--- src/rtl/countdown_timer_pkg.sv ---
// Shared definitions for the countdown timer: FSM state encoding and
// default sizing constants.
package countdown_timer_pkg;

  typedef enum logic {
    IDLE = 1'b0,
    RUN  = 1'b1
  } state_t;

  localparam int WIDTH_DEF    = 10;
  localparam int PRESCALE_DEF = 4;

endpackage

--- src/rtl/countdown_timer_if.sv ---
// Load/control/status bundle of the countdown timer. master drives the load
// and control inputs; slave is the timer itself.
interface countdown_timer_if #(
  parameter int WIDTH = 10
);
  logic             io_load_valid;
  logic             io_load_ready;
  logic [WIDTH-1:0] io_load_bits;
  logic             io_en;
  logic             io_auto;
  logic             io_abort;
  logic [WIDTH-1:0] io_count;
  logic             io_busy;
  logic             io_done;

  modport master (
    output io_load_valid, io_load_bits, io_en, io_auto, io_abort,
    input  io_load_ready, io_count, io_busy, io_done
  );

  modport slave (
    input  io_load_valid, io_load_bits, io_en, io_auto, io_abort,
    output io_load_ready, io_count, io_busy, io_done
  );
endinterface

--- src/rtl/countdown_timer_prescaler.sv ---
// Prescaler for the countdown timer: counts enabled cycles 0..PRESCALE-1 and
// raises tick on the enabled cycle that completes a period. Only built when
// COUNTDOWN_PRESCALE_EN is defined.
module countdown_prescaler
  import countdown_timer_pkg::*;
#(
  parameter int PRESCALE = PRESCALE_DEF
) (
  input  logic clock,
  input  logic reset,
  input  logic enable,
  input  logic clear,
  output logic tick
);
  localparam int PW = (PRESCALE > 1) ? $clog2(PRESCALE) : 1;

  logic [PW-1:0] cnt_q;

  assign tick = enable && (cnt_q == PW'(PRESCALE - 1));

  // Clear wins over counting; the wrap on tick also covers the expiry clear.
  always_ff @(posedge clock or posedge reset) begin
    if (reset)       cnt_q <= '0;
    else if (clear)  cnt_q <= '0;
    else if (enable) cnt_q <= tick ? '0 : cnt_q + PW'(1);
  end
endmodule

--- src/rtl/countdown_timer.sv ---
// Loadable down-counting timer with optional auto-reload and a registered
// one-cycle done pulse on expiry.
// Optional feature: define COUNTDOWN_PRESCALE_EN to decrement only every
// PRESCALE enabled RUN cycles; otherwise every enabled RUN cycle decrements.
module countdown_timer
  import countdown_timer_pkg::*;
#(
  parameter int WIDTH    = WIDTH_DEF,
  parameter int PRESCALE = PRESCALE_DEF
) (
  input logic               clock,
  input logic               reset,
  countdown_timer_if.slave  io
);
  state_t           state;
  logic [WIDTH-1:0] count_q;
  logic [WIDTH-1:0] reload_q;
  logic             done_q;
  logic             tick;

  assign io.io_load_ready = (state == IDLE);
  assign io.io_busy       = (state == RUN);
  assign io.io_count      = count_q;
  assign io.io_done       = done_q;

`ifdef COUNTDOWN_PRESCALE_EN
  logic pre_en;
  logic pre_clr;

  // Abort suppresses counting so the prescaler restarts cleanly on the next load.
  assign pre_en  = (state == RUN) && io.io_en && !io.io_abort;
  assign pre_clr = ((state == IDLE) && io.io_load_valid) ||
                   ((state == RUN) && io.io_abort);

  countdown_prescaler #(.PRESCALE(PRESCALE)) u_prescaler (
    .clock  (clock),
    .reset  (reset),
    .enable (pre_en),
    .clear  (pre_clr),
    .tick   (tick)
  );
`else
  logic unused_prescale;

  // Without the prescaler every enabled cycle is a step; PRESCALE is inert.
  assign unused_prescale = (PRESCALE < 1);
  assign tick            = io.io_en;
`endif

  // Timer FSM: load in IDLE, count/expire/abort in RUN, done registered.
  always_ff @(posedge clock or posedge reset) begin
    if (reset) begin
      state    <= IDLE;
      count_q  <= '0;
      reload_q <= '0;
      done_q   <= 1'b0;
    end else begin
      done_q <= 1'b0;
      case (state)
        IDLE: begin
          if (io.io_load_valid) begin
            count_q  <= io.io_load_bits;
            reload_q <= io.io_load_bits;
            // A zero load expires immediately without entering RUN.
            if (io.io_load_bits != '0) state  <= RUN;
            else                       done_q <= 1'b1;
          end
        end
        RUN: begin
          if (io.io_abort) begin
            count_q <= '0;
            state   <= IDLE;
          end else if (tick) begin
            if (count_q > WIDTH'(1)) begin
              count_q <= count_q - WIDTH'(1);
            end else begin
              done_q <= 1'b1;
              if (io.io_auto) begin
                count_q <= reload_q;
              end else begin
                count_q <= '0;
                state   <= IDLE;
              end
            end
          end
        end
        default: state <= IDLE;
      endcase
    end
  end
endmodule
--- src/flat_wrapper.sv ---
// flat-port wrapper written by rule: the top's interface ports become plain ports
module countdown_timer_flat import countdown_timer_pkg::*;
#(
  parameter int WIDTH    = WIDTH_DEF,
  parameter int PRESCALE = PRESCALE_DEF
)
  (clock, reset, io_io_load_valid, io_io_load_bits, io_io_en, io_io_auto, io_io_abort, io_io_load_ready, io_io_count, io_io_busy, io_io_done);
  countdown_timer_if #(.WIDTH(WIDTH)) io_i ();
  input logic clock;
  input logic reset;
  input wire logic [$bits(io_i.io_load_valid)-1:0] io_io_load_valid;
  input wire logic [$bits(io_i.io_load_bits)-1:0] io_io_load_bits;
  input wire logic [$bits(io_i.io_en)-1:0] io_io_en;
  input wire logic [$bits(io_i.io_auto)-1:0] io_io_auto;
  input wire logic [$bits(io_i.io_abort)-1:0] io_io_abort;
  output wire logic [$bits(io_i.io_load_ready)-1:0] io_io_load_ready;
  output wire logic [$bits(io_i.io_count)-1:0] io_io_count;
  output wire logic [$bits(io_i.io_busy)-1:0] io_io_busy;
  output wire logic [$bits(io_i.io_done)-1:0] io_io_done;
  assign io_i.io_load_valid = io_io_load_valid;
  assign io_i.io_load_bits = io_io_load_bits;
  assign io_i.io_en = io_io_en;
  assign io_i.io_auto = io_io_auto;
  assign io_i.io_abort = io_io_abort;
  assign io_io_load_ready = io_i.io_load_ready;
  assign io_io_count = io_i.io_count;
  assign io_io_busy = io_i.io_busy;
  assign io_io_done = io_i.io_done;
  countdown_timer #(.WIDTH(WIDTH), .PRESCALE(PRESCALE)) u_core (.clock(clock), .reset(reset), .io(io_i));
endmodule
--- config.mk ---
export PLATFORM = sky130hd
export DESIGN_NAME = countdown_timer_flat
export DESIGN_NICKNAME = d
export VERILOG_FILES = /design/src/rtl/countdown_timer_pkg.sv /design/src/rtl/countdown_timer_if.sv /design/src/rtl/countdown_timer_prescaler.sv /design/src/rtl/countdown_timer.sv /design/src/flat_wrapper.sv
export SDC_FILE = /design/constraint.sdc
export NUM_CORES = 1
export LEC_CHECK = 0
export ABC_AREA = 1
export BUFFER_PORTS_ARGS = -buffer_cell sky130_fd_sc_hd__buf_2
export CAP_MARGIN = 15
export CORE_MARGIN = 4
export CORE_UTILIZATION = 54
export DETAILED_ROUTE_END_ITERATION = 8
export GPL_TIMING_DRIVEN = 0
export PLACE_DENSITY = 0.87
export RECOVER_POWER = 50
export SKIP_CTS_REPAIR_TIMING = 1
export SYNTH_ARGS = -nofsm -noshare
export SYNTH_HDL_FRONTEND = slang
export SYNTH_HIERARCHICAL = 1
export SYNTH_SLANG_ARGS = --single-unit
--- constraint.sdc ---
create_clock -name clock -period 1.81 [get_ports clock]
set_input_delay 0.181 -clock clock [delete_from_list [all_inputs] [get_ports clock]]
set_output_delay 0.181 -clock clock [all_outputs]
set_load 0.01 [all_outputs]
After elaboration in Yosys (flattened, before gate mapping)
Index checks and enable logic that the tools add are counted.

Register bits after elaboration: 22. Input bits: 16. Output and inout bits: 13. Word-level logic and storage cells: 31.

Add/subtract/negate cells: 1. Order comparisons: 1. Equal/unequal tests: 2. Mux-type cells: 19. Bitwise gates (word level): 1. Reduce and logical (&&, ||, !) cells: 3.

Operator list (count): $mux 10 (5); $pmux 10 s2 (1); $mux 1 (11); $gt 10x1->1 const B (1); $reduce_bool 10->1 (1); $sub 10x1->10 const B (1); $pmux 1 s2 (2); $reduce_and 2->1 (2); $ne 3x3->1 const B (1); $ne 2x2->1 const B (1); $not 1->1 (1).

Longest topological paths before layout
Gate-level depths: netlist of run 1.

Depth after elaboration: 5. Gate-level depth with buffers: 10. Gate-level depth less buffers: 10.

Least setup slack after synthesis of run 1
OpenSTA, ideal clock, no wires.

Path type: register to register. Start: register u_core.count_q[0], in the netlist u_core/io.io_count[0]. End: register u_core.state, in the netlist u_core/io.io_busy. Library setup time: 0.118 ns. Arrival time: 1.443 ns. Data required time: 1.692 ns. Slack: 0.249 ns. Cell stages (with the launch flop): 11. Path through: dfrtp_1 inv_1 ha_1 inv_1 nand2_1 nand3_1 nor2_4 buf_6 nand2_4 o21ai_2 nand2_1.

Cells in the longest elaborated chain, start to end: 5.

Ends and longest elaborated chain: from (decl) (RTL line countdown_timer.sv:16) `logic [WIDTH-1:0] count_q;`; from (signal assigned) (RTL line countdown_timer.sv:62) `count_q <= io.io_load_bits;`; from (signal assigned) (RTL line countdown_timer.sv:75) `count_q <= count_q - WIDTH'(1);`; from (signal assigned) (RTL line countdown_timer.sv:79) `count_q <= reload_q;`; $gt 10x1->1 (RTL line countdown_timer.sv:74) `if (count_q > WIDTH'(1)) begin`; $mux 1 (RTL line countdown_timer.sv:74); $mux 1 (RTL line countdown_timer.sv:73) `end else if (tick) begin`; $mux 1 (RTL line countdown_timer.sv:70) `if (io.io_abort) begin`; $pmux 1 s2 (RTL line countdown_timer.sv:59) `case (state)`; to (signal assigned) (RTL line countdown_timer.sv:65) `if (io.io_load_bits != '0) state <= RUN;`; to (signal assigned) (RTL line countdown_timer.sv:72) `state <= IDLE;`; to (signal assigned) (RTL line countdown_timer.sv:82) `state <= IDLE;`; to (decl) (RTL line countdown_timer.sv:15) `state_t state;`.

Every way passes these cells. A chain may end at the register's enable or synchronous reset.

Final worst setup path of run 1
Start: register u_core.count_q[0], in the netlist u_core/io.io_count[0]. End: register u_core.count_q[1], in the netlist u_core/io.io_count[1].

Cells in the longest elaborated chain, start to end: 5. Elaborated cells between the ends (all ways): 6. Those cells by class: 1 x add/sub; 1 x order compare; 4 x mux.

Ends and longest elaborated chain (RTL line): $sub 10x1->10 / $gt 10x1->1 (equally long branches) (countdown_timer.sv:75, countdown_timer.sv:74); $mux 10 (*) (countdown_timer.sv:74); $mux 10 (*) (countdown_timer.sv:73); $mux 10 (*) (countdown_timer.sv:70); $pmux 10 s2 (*) (countdown_timer.sv:59).

Every way passes the cells marked *; elsewhere a longest branch is shown, timed or not. The select of a mux whose other input is x is not followed.

==> flow_summary.toml, run 1 <==
[run_status]
run_status = "completed"

[synth]
yosysWarnings = 6
ys_seq_area_share_pct = 38.3
ys_types = 23
syn-instance-count = 197
syn-cell-area_mm2 = 0.00144
syn_avg_cell_area_um2 = 7.29
syn_nets = 215
synth_seq_cells = 22

[clocking]
clock-root-buffer = "clkbuf_4"
htreeDepth = 1
cts_sinks = 22
clk_pin_slew_ns = 0.12
numCtsBuffers = 3
clockBufferDepth = 2
insertion_delay_ns = 0.30
cts_tree = "done"

[critical_path]
critPathMaxStageDelay_ns = 0.45
worstRegToRegCells = 10
r2r_slack_ns = 0.07
crit_fanout = 6
critPathKind = "reg2reg"
reg2reg_from = "u_core/io.io_count[0]$_DFFE_PP0P_"
cp_slowest_cell = "dfrtp_2"
crit_path_start_kind = "flop"
cp.arrival_ns = 1.94
critical_path.top_delay_family = "simple AND/OR/NAND/NOR gates"
cp-end-kind = "flop"
cp.required_ns = 2.01
reg2reg_to = "u_core/io.io_count[1]$_DFFE_PP0P_"
crit_chain = "inv_1 -> ha_4 -> inv_1 -> nand2_1 -> nand3_1 -> nor2_4 -> buf_6 -> nand2_1 -> nand4_1 -> nand3_1"
worst-path-buf-inv = 3

[power]
power_density_mw_per_mm2 = 1060
leakage_nw = 0.847
peakVddDrop_mv = 0.748

[placement]
dp_hpwl_mm = 2.71
placed_area_mm2 = 0.00161
io_buffers = 28
gp_congestion = 0.869
dp_slack_ns = 0.0412

[finish]
area_delta_synth_final_pct = 18.1
layout-drive-gt1-share_pct = 26.7
fin_nets = 251
final_cell_mix = "71 x nand2_1, 24 x nor2_1, 23 x buf_2, 21 x dfrtp_1, 15 x a21oi_1"
stdcell_area_mm2 = 0.00170
final_common_cell = "nand2_1"
diodes = 0

[sta]
clock.fmax_mhz = 573
final.min_clock_period_ns = 1.74
setup_tns_ns = 0
tightest_slew_ns = 0.800
finClkSkew_ns = 0.00723
slew_violations = 0
fin_ws_ns = 0.0652
period_share_pct = 96.4
setup_viol = 0
hold_violations = 0
max_slew_margin_pct = 46.6

[floorplanning]
die_h_um = 59.6
std_cell_rows = 18
dieArea_mm2 = 0.00355
coreArea_mm2 = 0.00250
io_pins = 29
die_w_um = 59.6
start_util_pct = 57.5

[global_route]
grt_max_degree = 23
grt_pass1_vias = 1348
antenna_found_initial = 0
grt_pass1_wl_mm = 5.66
grt_remaining_overflow = 0
gr-usage-all-layers_pct = 20.6

[drt]
drc = 0
detail-route-antenna-nets = 0
wl_per_cell_um = 13.2
totalWireLength_mm = 3.45
viasPerCell = 5.44
drt-pass1-iter-count = 4
drt-initial-drc-count = 84
num_vias = 1424

[worst_hold_path]
hold_path.class = "in2async"

[flow_run]
maxCapViolCount = 0
[how the worst max path moves through the flow]
stage	start	end	slack, ns	cells after the start
2_1_floorplan	u_core/io.io_count[0]$_DFFE_PP0P_	u_core/io.io_busy$_DFF_PP0_	0.25	10
3_3_place_gp	u_core/io.io_count[0]$_DFFE_PP0P_	u_core/io.io_busy$_DFF_PP0_	0.09	10
3_5_place_dp	u_core/io.io_count[0]$_DFFE_PP0P_	u_core/io.io_count[1]$_DFFE_PP0P_	0.04	10
4_1_cts	u_core/io.io_count[0]$_DFFE_PP0P_	u_core/io.io_count[1]$_DFFE_PP0P_	0.02	10
5_1_grt	u_core/io.io_count[0]$_DFFE_PP0P_	u_core/io.io_count[2]$_DFFE_PP0P_	-0.02	11
6_report	u_core/io.io_count[0]$_DFFE_PP0P_	u_core/io.io_count[1]$_DFFE_PP0P_	0.07	10
[sequential cells by signal, indices dropped and copies added (netlist names)]
signal              count
u_core/io.io_count     10
u_core/reload_q        10
u_core/io.io_busy       1
u_core/io.io_done       1
[per-layer routing]
metal	global-route usage [%]	up-vias	part of all wire, %
met5	0	-	0
met4	6.65	0	0.96
met3	3.05	6	6.4
met2	35.6	56	49
met1	26.2	657	44
li1	-	705	-
[per-stage QoR]
step | cells | power, mW | util (%) | hold WS [ns]
after global routing | 262 | 1.92 | 67.9 | 0.0781
after CTS | 259 | 1.77 | 66.7 | 0.0362
final | 262 | 1.79 | 67.9 | 0.00741
after floorplan | 197 | 1.19 | - | 0.170
after detailed placement | 255 | 1.40 | 64.6 | 0.372
after global placement | 255 | 1.37 | 64.6 | 0.380
[kinds of logic after synthesis]
group	count (synthesis)	synth area share [%]
adder cells (fa/ha/maj)	2	1.74
buffers and inverters	20	7.14
AO/OA/AOI/OAI	33	15.9
AND/OR/NAND/NOR	120	36.9
flip-flops	22	38.3
[power by group]
group	internal, mW	switching, mW	leakage, nW
Combinational	0.273	0.422	0.553
Clock	0.224	0.146	0.0279
Sequential	0.598	0.131	0.267
[cell usage after synthesis]
library cell | number | area, um2
nor2_2 | 2 | 12.5
nand3_1 | 13 | 65.1
o21ai_2 | 1 | 8.76
dfrtp_1 | 22 | 551
nand3_2 | 1 | 10.0
a21oi_1 | 15 | 75.1
inv_4 | 1 | 6.26
nand2_1 | 71 | 267
clkbuf_8 | 1 | 13.8
nor2_1 | 24 | 90.1
inv_1 | 10 | 37.5
nand2_4 | 2 | 22.5
o21bai_1 | 1 | 7.51
inv_2 | 3 | 11.3
nand4_1 | 1 | 6.26
a21oi_2 | 11 | 96.3
nor2_4 | 4 | 45.0
clkbuf_1 | 3 | 11.3
ha_1 | 2 | 25.0
o22ai_2 | 2 | 25.0
nor4_1 | 2 | 12.5
o21ai_0 | 3 | 15.0
buf_6 | 2 | 22.5
[worst reg2reg max path, stage by stage (launching register included)]
cell	delay, ns
dfrtp_2	0.45
inv_1	0.15
ha_4	0.17
inv_1	0.08
nand2_1	0.08
nand3_1	0.11
nor2_4	0.22
buf_6	0.16
nand2_1	0.06
nand4_1	0.09
nand3_1	0.08
[cell type report]
type,instances,area (um2)
fill,260,803
multi-input combinational,155,796
sequential,22,552
timing repair buffer,31,156
inverter,14,55.1
buffer,6,47.5
tap,30,37.5
clock inverter,1,30.0
clock buffer,3,22.5
(Power assumes the default switching activity.)
==> inputs of run 2 (changes only) <==
- CORE_MARGIN: 4 -> not set
- RECOVER_POWER: 50 -> 100
==> run 2 against run 1 <==
Total power decreased by 8.9%. Clock skew decreased by 0.0043 ns. Combinational power about the same. Critical path type unchanged. Largest power group unchanged.
==> flow_summary.toml, run 2 (synthesis gave the netlist of run 1 again) <==
[placement]
dp.cells = 255
dp_hpwl_mm = 2.60
gp_congestion = 0.803
io_buffers = 28
placed_area_mm2 = 0.00161

[critical_path]
cp-end-kind = "flop"
r2r_slack_ns = 0.08
reg2reg_to = "u_core/io.io_count[4]$_DFFE_PP0P_"
cp_slowest_cell = "dfrtp_2"
crit_path_start_kind = "flop"
endpoint = "u_core/io.io_count[4]$_DFFE_PP0P_"
worstRegToRegCells = 10
cp.arrival_ns = 1.92
critPathMaxStageDelay_ns = 0.46
critPathKind = "reg2reg"
crit_fanout = 6
crit_start = "u_core/io.io_count[0]$_DFFE_PP0P_"
cp.required_ns = 2.00
crit_chain = "inv_2 -> ha_4 -> inv_1 -> nand2_1 -> nand3_1 -> nor2_4 -> buf_6 -> a21oi_1 -> nand2_1 -> a21oi_2"
crit_top_cell = "nand2_1"
reg2reg_from = "u_core/io.io_count[0]$_DFFE_PP0P_"

[power]
leakage_nw = 0.824
power_density_mw_per_mm2 = 982
peakVddDrop_mv = 0.586
power_mw = 1.63

[sta]
max_slew_margin_pct = 44.2
clock.fmax_mhz = 578
period_share_pct = 95.6
setup_tns_ns = 0
finClkSkew_ns = 0.00292
hold_violations = 0
slew_violations = 0
hold_ws_ns = 0.0306
final.min_clock_period_ns = 1.73
tightest_slew_ns = 0.836
grt_setup_unrepaired = "false"
setup_viol = 0

[global_route]
gr-usage-all-layers_pct = 26.7
grt_pass1_vias = 1279
grt_remaining_overflow = 0
grt_pass1_wl_mm = 5.49
grt_max_degree = 23
antenna_found_initial = 0

[drt]
drc = 0
drt-initial-drc-count = 62
totalWireLength_mm = 3.50
detail-route-antenna-nets = 0
num_vias = 1412
viasPerCell = 5.35
wl_per_cell_um = 13.3
drt-pass1-iter-count = 4

[floorplanning]
die_h_um = 53.6
std_cell_rows = 18
die_w_um = 53.6
io_pins = 29
coreArea_mm2 = 0.00250
dieArea_mm2 = 0.00287
start_util_pct = 57.5

[clocking]
numCtsBuffers = 3
htreeDepth = 1
clockBufferDepth = 2
cts_sinks = 22
insertion_delay_ns = 0.30
clock-root-buffer = "clkbuf_4"
clk_pin_slew_ns = 0.11
cts_tree = "done"

[worst_hold_path]
hold_path.class = "in2async"

[finish]
diodes = 0
final_cell_mix = "71 x nand2_1, 24 x nor2_1, 21 x dfrtp_1, 17 x buf_2, 17 x a21oi_1"
layout-drive-gt1-share_pct = 23.5
finalNonFillerCells = 264
fin_nets = 254
final_common_cell = "nand2_1"
area_delta_synth_final_pct = 15.9
stdcell_area_mm2 = 0.00166

[flow_run]
maxCapViolCount = 0

[run_status]
run_status = "completed"
## run 2: changes by cell type in the layout (fill, tap and decap cells not counted), sizes merged
cell / change
clkbuf: +6
buf: -3
bufinv: -1
## run 2: layer usage
metal,track usage [%],share of wire [%]
met1,35.6,44
met2,47.1,49
met3,1.69,6.6
met4,6.58,0.49
met5,0,0
## run 2: final cells by class
| cell class | count | area, um2 |
|---|---|---|
| timing repair buffer | 34 | 171 |
| fill | 229 | 836 |
| clock buffer | 3 | 22.5 |
| tap | 30 | 37.5 |
| buffer | 6 | 37.5 |
| multi-input combinational | 155 | 788 |
| inverter | 14 | 55.1 |
| sequential | 22 | 552 |
## run 2: worst min-delay path by stage
stage | end | slack, ns
floorplan | u_core/io.io_busy$_DFF_PP0_ | 0.17
global placement | u_core/reload_q[9]$_DFFE_PP0P_ | 0.38
detailed placement | u_core/reload_q[4]$_DFFE_PP0P_ | 0.37
CTS | u_core/reload_q[4]$_DFFE_PP0P_ | 0.04
global route | u_core/reload_q[6]$_DFFE_PP0P_ | 0.08
finish | u_core/reload_q[6]$_DFFE_PP0P_ | 0.03
## run 2: per-stage QoR
step,utilization (%),setup WS (ns)
finish,66.6,0.0793
detailed placement,64.6,0.0538
CTS,65.5,0.0357
global route,66.6,0.0151
global placement,64.6,0.0984
floorplan,-,0.249
## run 2: critical path: cells and delay by family, from the launching register on
family,cells,cell delay [ns]
flops,1,0.46
compound gates,2,0.13
simple gates,4,0.52
buf+inv,3,0.35
fa+ha+maj,1,0.16
## run 2: power by group
| group | total, mW | switching (mW) | internal, mW | leakage, nW |
|---|---|---|---|---|
| logic | 0.694 | 0.425 | 0.269 | 0.543 |
| clock network | 0.215 | 0.138 | 0.0775 | 0.0138 |
| registers | 0.725 | 0.127 | 0.598 | 0.267 |
| total | 1.63 | 0.690 | 0.944 | 0.824 |
==> inputs of run 3 (changes only) <==
- ABC_AREA: 1 -> not set
==> run 3 against run 2 <==
The run now ends with negative setup slack left. Critical endpoint is now u_core/io.io_count[1]$_DFFE_PP0P_. Total power up 77%. Sequential share of layout area shrank 2.5 points. Critical path type unchanged. Register-to-register slack worse by 0.37 ns. Clock power up 14%.
==> flow_summary.toml, run 3 <==
[run_status]
run_status = "finished with violations"
violations = "negative setup slack"

[synth]
synth-edff-count = 0
synth_top_family_by_area = "simple AND/OR/NAND/NOR gates"
yosysWarnings = 6
synth_area_leader_cell = "dfrtp_1"
synth_top_cells_by_count = "39 x nand2_1, 22 x dfrtp_1, 8 x nor2_1"
ys.flop_type = "dfrtp_1"
async_flop_share_pct = 100
synth_xor_area_share_pct = 1.91
synth-simple-area-share_pct = 26.3
syn-instance-count = 161
ys_seq_area_share_pct = 40.0
synth_area_leaders = "dfrtp_1 40%, nand2_1 11%, a21oi_1 2.5%, mux2_2 2.5%, o22ai_1 2.3%"
syn-cell-area_mm2 = 0.00138
synth_compound_area_share_pct = 23.5
synth_mux_area_share_pct = 3.18
yosysMostFrequentCell = "nand2_1"
syn_nets = 179
syn_avg_cell_area_um2 = 8.54
ys_types = 44
synth_top_area_share_pct = 40.0
yosys.area_share.adder_pct = 1.82
synth_seq_cells = 22

[power]
clockPowerShare_pct = 8.5
peakVddDrop_mv = 1.22
power.switching_mw = 1.32
power_mw = 2.89
p_comb_share_pct = 61.4
sw_frac_of_total_pct = 45.6
power_density_mw_per_mm2 = 1590
seqPwrFrac_pct = 30.1
intPower_mw = 1.57
leakage_nw = 0.843

[floorplanning]
io_pins = 29
start_util_pct = 59.9
std_cell_rows = 17
dieArea_mm2 = 0.00275
die_w_um = 52.5
coreArea_mm2 = 0.00230
die_h_um = 52.5

[clocking]
clk_pin_slew_ns = 0.13
cts_tree = "done"
cts_sinks = 22
numCtsBuffers = 3
clock-root-buffer = "clkbuf_4"
htreeDepth = 1
insertion_delay_ns = 0.32
clockBufferDepth = 2

[sta]
tightest_slew_ns = 0.859
clock.fmax_mhz = 475
setup_viol = 11
slew_violations = 0
fin_ws_ns = -0.293
finClkSkew_ns = 0.00657
max_slew_margin_pct = 42.7
final.min_clock_period_ns = 2.10
period_share_pct = 116
grt_setup_unrepaired = "true"
hold_violations = 0

[drt]
drc = 0
drt-pass1-iter-count = 5
drt-initial-drc-count = 113
viasPerCell = 6.71
detail-route-antenna-nets = 0
totalWireLength_mm = 4.62
wl_per_cell_um = 19.4
num_vias = 1598

[finish]
fin_nets = 229
regArea_um2 = 558
post-route-util_pct = 79.2
final_common_cell = "nand2_1"
multi_input_area_um2 = 877
n_fill_cell = 136
diodes = 0
area_delta_synth_final_pct = 32.3
layout-drive-gt1-share_pct = 36.7
final_cell_mix = "39 x nand2_1, 25 x buf_2, 18 x buf_4, 16 x dfrtp_1"
stdcell_area_mm2 = 0.00182

[global_route]
grt_pass1_vias = 1334
grt_pass1_wl_mm = 6.60
antenna_found_initial = 0
gr-usage-all-layers_pct = 33.0
grt_remaining_overflow = 0
grt_max_degree = 23

[critical_path]
critical_path.top_delay_family = "simple AND/OR/NAND/NOR gates"
critPathKind = "reg2reg"
reg2reg_from = "u_core/io.io_count[2]$_DFFE_PP0P_"
reg2reg_to = "u_core/io.io_count[1]$_DFFE_PP0P_"
cp-end-kind = "flop"
cp.required_ns = 2.04
crit_path_start_kind = "flop"
critPathMaxStageDelay_ns = 0.59
worst-path-buf-inv = 0
crit_fanout = 6
r2r_slack_ns = -0.29
crit_chain = "or4_4 -> nor4_4 -> mux2_4 -> a221oi_2"
cp_slowest_cell = "or4_4"
cp.arrival_ns = 2.34
worstRegToRegCells = 4

[flow_run]
maxCapViolCount = 0

[placement]
io_buffers = 28
placed_area_mm2 = 0.00156
gp_congestion = 0.961
dp_slack_ns = -0.353
dp_hpwl_mm = 2.84

[worst_hold_path]
hold_path.class = "in2async"
## run 3: worst reg2reg max path, delay by kind of cell (launching register included)
family	cells	cell delay (ns)
AO/OA/AOI/OAI	1	0.21
flip-flops	1	0.47
multiplexers	1	0.35
AND/OR/NAND/NOR	2	0.99
## run 3: cell families after synthesis
family / after synthesis
simple gates: 72
buf+inv: 12
flops: 22
fa+ha+maj: 2
compound gates: 46
xor+xnor: 3
mux: 4
## run 3: final cells by class
type                    count  share of cell area, %
multi-input cells         127                   48.2
inverters                   6                   1.24
clock buffers               4                   1.44
repair buffers             47                   15.5
well taps                  28                   1.93
plain buffers               4                  0.963
flip-flops and latches     22                   30.7
## run 3: stage by stage
stage	TNS [ns]	cells	hold WS, ns
after global placement	-1.65	217	0.367
after floorplan	-0.232	161	0.170
after global routing	-2.06	238	0.0845
after detailed placement	-1.72	217	0.396
final	-1.57	238	0.00707
after CTS	-2.12	221	0.0420
## run 3: worst max path at each step
stage,startpoint,to,slack [ns],cells after the start
finish,u_core/io.io_count[2]$_DFFE_PP0P_,u_core/io.io_count[1]$_DFFE_PP0P_,-0.29,4
global route,u_core/io.io_count[2]$_DFFE_PP0P_,u_core/io.io_count[1]$_DFFE_PP0P_,-0.31,4
CTS,u_core/io.io_count[1]$_DFFE_PP0P_,u_core/io.io_count[1]$_DFFE_PP0P_,-0.38,7
detailed placement,u_core/io.io_count[1]$_DFFE_PP0P_,u_core/io.io_count[1]$_DFFE_PP0P_,-0.35,7
global placement,u_core/io.io_count[1]$_DFFE_PP0P_,u_core/io.io_count[1]$_DFFE_PP0P_,-0.32,7
floorplan,u_core/io.io_count[3]$_DFFE_PP0P_,u_core/io.io_count[1]$_DFFE_PP0P_,-0.13,4
## run 3: power by group through the flow
stage / combinational, mW / sequential (mW) / clock (mW)
2_1_floorplan: 0.852 / 0.864 / 0
3_3_place_gp: 1.18 / 0.858 / 0
3_5_place_dp: 1.23 / 0.870 / 0
4_1_cts: 1.23 / 0.858 / 0.244
5_1_grt: 1.88 / 0.888 / 0.274
6_report: 1.78 / 0.871 / 0.246
## run 3: layer usage
layer	vias to the layer above	part of all wire [%]	track usage [%]
li1	693	-	-
met1	741	37	45.7
met2	137	47	50.6
met3	27	12	6.09
met4	0	4.1	12.7
met5	-	0	0
